===== src/rtl/fetch_sequencer.sv =====
// Instruction-fetch sequencer: owns the PC, requests words from instruction memory
// over req/ack, and buffers one returned word for decode behind a valid/ready handshake.
module fetch_sequencer #(
   parameter int unsigned           ADDR_WIDTH = 32,
   parameter int unsigned           DATA_WIDTH = 32,
   parameter logic [ADDR_WIDTH-1:0] RESET_PC   = '0
) (
   input  logic                  clk,
   input  logic                  rst,
   input  logic                  redirect_valid,
   input  logic [ADDR_WIDTH-1:0] redirect_pc,
   output logic                  imem_req,
   output logic [ADDR_WIDTH-1:0] imem_addr,
   input  logic                  imem_ack,
   input  logic [DATA_WIDTH-1:0] imem_rdata,
   output logic                  out_valid,
   output logic [ADDR_WIDTH-1:0] out_pc,
   output logic [DATA_WIDTH-1:0] out_instr,
   input  logic                  out_ready,
   output logic [31:0]           fetch_count
);

   localparam int unsigned CNT_WIDTH = 32;
   localparam int unsigned PC_STEP   = 4;

   typedef enum logic [1:0] {
      IDLE  = 2'd0,
      FETCH = 2'd1,
      KILL  = 2'd2,
      DRAIN = 2'd3
   } state_t;

   state_t                state, state_nxt;
   logic [ADDR_WIDTH-1:0] pc, pc_nxt;
   logic [ADDR_WIDTH-1:0] kill_pc, kill_pc_nxt;
   logic [ADDR_WIDTH-1:0] out_pc_nxt;
   logic [DATA_WIDTH-1:0] out_instr_nxt;
   logic                  out_valid_nxt;
   logic [CNT_WIDTH-1:0]  fetch_count_nxt;
   logic [ADDR_WIDTH-1:0] redirect_target;
   logic [ADDR_WIDTH-1:0] pc_inc;

   // Redirect targets are word aligned; the low two bits carry no meaning.
   assign redirect_target = {redirect_pc[ADDR_WIDTH-1:2], 2'b00};
   assign pc_inc          = pc + ADDR_WIDTH'(PC_STEP);

   // A request is outstanding in FETCH and KILL; the address is always the PC,
   // which never moves while a request is waiting for its ack.
   assign imem_req  = (state == FETCH) || (state == KILL);
   assign imem_addr = pc;

   // State and datapath registers.
   always_ff @(posedge clk) begin
      if (rst) begin
         state       <= IDLE;
         pc          <= RESET_PC;
         kill_pc     <= '0;
         out_valid   <= 1'b0;
         out_pc      <= '0;
         out_instr   <= '0;
         fetch_count <= '0;
      end else begin
         state       <= state_nxt;
         pc          <= pc_nxt;
         kill_pc     <= kill_pc_nxt;
         out_valid   <= out_valid_nxt;
         out_pc      <= out_pc_nxt;
         out_instr   <= out_instr_nxt;
         fetch_count <= fetch_count_nxt;
      end
   end

   // Next-state and datapath update.
   always_comb begin
      state_nxt       = state;
      pc_nxt          = pc;
      kill_pc_nxt     = kill_pc;
      out_valid_nxt   = out_valid;
      out_pc_nxt      = out_pc;
      out_instr_nxt   = out_instr;
      fetch_count_nxt = fetch_count;

      unique case (state)
         IDLE: begin
            state_nxt = FETCH;
            if (redirect_valid) begin
               pc_nxt = redirect_target;
            end
         end

         FETCH: begin
            if (imem_ack) begin
               if (redirect_valid) begin
                  // Returned word belongs to the old path: drop it, refetch at target.
                  pc_nxt = redirect_target;
               end else begin
                  out_instr_nxt = imem_rdata;
                  out_pc_nxt    = pc;
                  out_valid_nxt = 1'b1;
                  pc_nxt        = pc_inc;
                  state_nxt     = DRAIN;
               end
            end else if (redirect_valid) begin
               // The pending request cannot be withdrawn; remember where to go after it.
               kill_pc_nxt = redirect_target;
               state_nxt   = KILL;
            end
         end

         KILL: begin
            if (imem_ack) begin
               pc_nxt    = redirect_valid ? redirect_target : kill_pc;
               state_nxt = FETCH;
            end else if (redirect_valid) begin
               kill_pc_nxt = redirect_target;
            end
         end

         DRAIN: begin
            if (redirect_valid) begin
               // Redirect wins over a simultaneous handshake; the buffered word is discarded.
               out_valid_nxt = 1'b0;
               pc_nxt        = redirect_target;
               state_nxt     = FETCH;
            end else if (out_ready) begin
               out_valid_nxt   = 1'b0;
               fetch_count_nxt = fetch_count + CNT_WIDTH'(1);
               state_nxt       = FETCH;
            end
         end

         default: begin
            state_nxt = IDLE;
         end
      endcase
   end

endmodule


===== config.mk =====
export PLATFORM = sky130hd
export DESIGN_NAME = fetch_sequencer
export DESIGN_NICKNAME = d
export VERILOG_FILES = /design/src/rtl/fetch_sequencer.sv
export SDC_FILE = /design/constraint.sdc
export NUM_CORES = 1
export LEC_CHECK = 0
export CAP_MARGIN = 20
export CORE_UTILIZATION = 44
export CTS_CLUSTER_DIAMETER = 150
export DETAILED_ROUTE_END_ITERATION = 10
export PLACE_DENSITY = 0.76
export SYNTH_ARGS = -nofsm -noshare
export SYNTH_HDL_FRONTEND = slang
export SYNTH_SLANG_ARGS = --single-unit

===== constraint.sdc =====
create_clock -name clk -period 2.1 [get_ports clk]
set_clock_uncertainty 0.15 [all_clocks]
set_input_delay 0.315 -clock clk [delete_from_list [all_inputs] [get_ports clk]]
set_output_delay 0.315 -clock clk [all_outputs]
set_load 0.02 [all_outputs]

==> impl_metrics.toml <==
[yosys]
async_reset_ff_share_pct = 0
ys.flop_type = "dfxtp_1"
synth.distinct_cells = 64
syn_area_per_cell_um2 = 7.67
yosys_warnings = 0
synth_seq_cells = 163
synth_fp_nets = 1074
syn-cell-area_mm2 = 0.00767
synth_edf_count = 0
yosysSeqAreaShare_pct = 42.5
syn_inst = 1000

[die]
die_h_um = 134
die_w_um = 134
io_pins = 199
start_util_pct = 45.6
rows = 47
dieArea_mm2 = 0.0180
core_area_mm2 = 0.0168

[placement]
dpl.hpwl_um = 17100
dp_cells = 1452
post-place-ws_ns = -0.283
placed_cell_area_mm2 = 0.0106
gp_congestion = 0.947
io_buffers = 196

[routing]
num_vias = 8301
wl_met3_um = 2090
wl_per_cell_um = 16.8
drc_errors = 0
highest_layer = "met4"
drt-vias-per-instance = 5.54
wirelength_um = 25100
wl_met1_um = 11100
drt-pass1-iter-count = 5
initialDrtViolationCount = 773
route.met2.wl_um = 11400
drtAntennaViolNets = 0

[setup_path]
endpoint_kind = "flop"
cp.required_ns = 2.29
worstPathMaxFanout = 12
path_class = "flop to flop"
critPathLaunch = "state[0]"
cp_slowest_cell = "dfxtp_4"
critPathMaxStageDelay_ns = 0.37
worst-endpoint-arrival_ns = 2.28
crit_path_start_kind = "flop"
reg2reg_depth = 8
reg2reg_from = "state[0]"
r2r_slack_ns = 0.01
crit_chain = "inv_2 -> ha_4 -> buf_12 -> buf_8 -> a22oi_1 -> o41a_1 -> a31o_2 -> a211oi_1"

[timing]
slew_headroom_pct = 61.0
rsz0062_at_grt = "yes"
hold_violations = 0
tightest_slew_ns = 0.584
fmax_mhz = 479
fin_crit_ns = 2.09
setup_viol = 0
tns_ns = 0
final-max-slew-violation-count = 0
setup_ws_ns = 0.0104
min_period_over_period_pct = 99.5

[final_layout]
drive_gt1_share_pct = 18.1
final_util_pct = 68.8
postLayoutCellArea_mm2 = 0.0116
n_antenna_cell = 0
final_cells = 1498
area_growth_pct = 50.8
final_nets = 1339

[clock_tree]
clkSlewWorstSetupHoldPaths_ns = 0.06
cts_max_path_buffers = 2
clk_latency_ns = 0.43
cts_tree = "done"
clock-sinks = 163
numCtsBuffers = 17
cts_htree_levels = 4
cts_root_buffer = "clkbuf_16"

[grt]
grt_antenna_before_repair = 0
grt_max_degree = 108
grt_pass1_wl_um = 38500
gr-total-overflow = 0
grtUsageTotal_pct = 26.7
grt_pass1_vias = 7436

[run]
maxCapViolations = 0

[power_and_ir_drop]
power.density_mw_per_mm2 = 763
ir_worst_vdd_v = 0.000675
leakage_nw = 4.15

[worst_hold_path]
holdPathStages = 2
hp-start = "rst"
hp-class = "input pin to flop"

[outcome]
status = "finished clean"
[layout make-up]
class / instances / area [µm²]
multi-input cells: 740 / 4240
well taps: 220 / 275
repair buffers: 325 / 3030
inverters: 18 / 67.6
clock buffers: 22 / 495
fillers: 1375 / 5250
flip-flops and latches: 163 / 3290
clock inverters: 10 / 168
[metrics by stage]
step,hold WS (ns),power (W)
after global placement,0.291,0.00523
after global routing,0.0614,0.00912
after CTS,0.0540,0.00874
after detailed placement,0.295,0.00525
final,0.0672,0.00883
after floorplan,0.282,0.00430
[power breakdown]
part	total, W	internal (W)	switching, W
sequential	0.00339	0.00325	0.000141
clock	0.00347	0.00217	0.00130
combinational	0.00197	0.000931	0.00104
[synthesized netlist by cell type (9+ instances only)]
library cell | number | area, µm²
a21oi_1 | 132 | 661
a221oi_1 | 14 | 123
buf_1 | 9 | 33.8
buf_2 | 19 | 95.1
clkbuf_1 | 48 | 180
dfxtp_1 | 163 | 3260
inv_1 | 18 | 67.6
nand2_1 | 237 | 890
nand3_1 | 27 | 135
nand4_1 | 17 | 106
nor2_1 | 61 | 229
nor3_1 | 32 | 160
nor4_1 | 17 | 106
o21ai_0 | 33 | 165
xnor2_1 | 28 | 245
[metal layers]
| layer | up-vias | track usage, % |
|---|---|---|
| met2 | 388 | 41.8 |
| li1 | 4031 | - |
| met1 | 3842 | 37.4 |
| met5 | - | 0 |
| met4 | 0 | 7.87 |
| met3 | 40 | 5.06 |
[worst paths after layout]
path / to
max: imem_addr[18]
min reg2reg: out_pc[28]
max reg2reg: imem_addr[18]
min: imem_addr[30]
[placed cells by master, fill, tap and decap left out, types with 5 or more instances in the layout]
| master | instances |
|---|---|
| o21ai_1 | 6 |
| a221oi_2 | 5 |
| a311oi_1 | 5 |
| dfxtp_2 | 10 |
| nand4_1 | 17 |
| o21ai_0 | 29 |
| nor4_1 | 13 |
| clkbuf_16 | 18 |
| a211oi_1 | 5 |
| buf_6 | 5 |
| a21o_1 | 6 |
| o22ai_1 | 6 |
| xnor2_1 | 28 |
| and4_1 | 7 |
| nand2_1 | 234 |
| dfxtp_1 | 149 |
| nor2_1 | 59 |
| buf_12 | 7 |
| buf_4 | 115 |
| a22oi_1 | 7 |
| xor2_1 | 7 |
| or3_1 | 8 |
| a21oi_1 | 127 |
| and3_1 | 7 |
| nand2b_1 | 6 |
| mux2i_1 | 5 |
| nand3_1 | 25 |
| inv_1 | 16 |
| nor3_1 | 30 |
| a221oi_1 | 7 |
| nor4_2 | 5 |
| clkdlybuf4s50_1 | 193 |
[worst max-delay path, delay by kind of cell, from the launching register on]
kind / cells / cell delay, ns
buf+inv: 3 / 0.32
flops: 1 / 0.37
compound gates: 4 / 0.89
fa+ha+maj: 1 / 0.26
[registers in the layout, summed over array words and instances (netlist names)]
name	count
fetch_count	32
out_pc	32
state	2
out_instr	32
imem_addr	32
out_valid	1
kill_pc	32
[kinds of logic (layout without fill, tap and decap cells)]
group,after synthesis,in the layout,share of synthesized area (%)
fa+ha+maj,5,5,0.815
flops,163,163,42.5
xor+xnor,35,35,3.99
compound gates,251,251,20.0
simple gates,442,443,26.5
buf+inv,98,375,5.45
mux,6,6,0.799
[repair_timing]
| item | CTS | global route |
|---|---|---|
| pin swaps | 1 | 10 |
| setup buffers | 0 | 11 |
| setup endpoints to repair | 28 | 37 |
| gates resized for setup | 25 | 39 |
| cloned | 0 | 3 |
| hold buffers | 0 | 0 |
No activity file was read; power rests on OpenSTA's default activity.
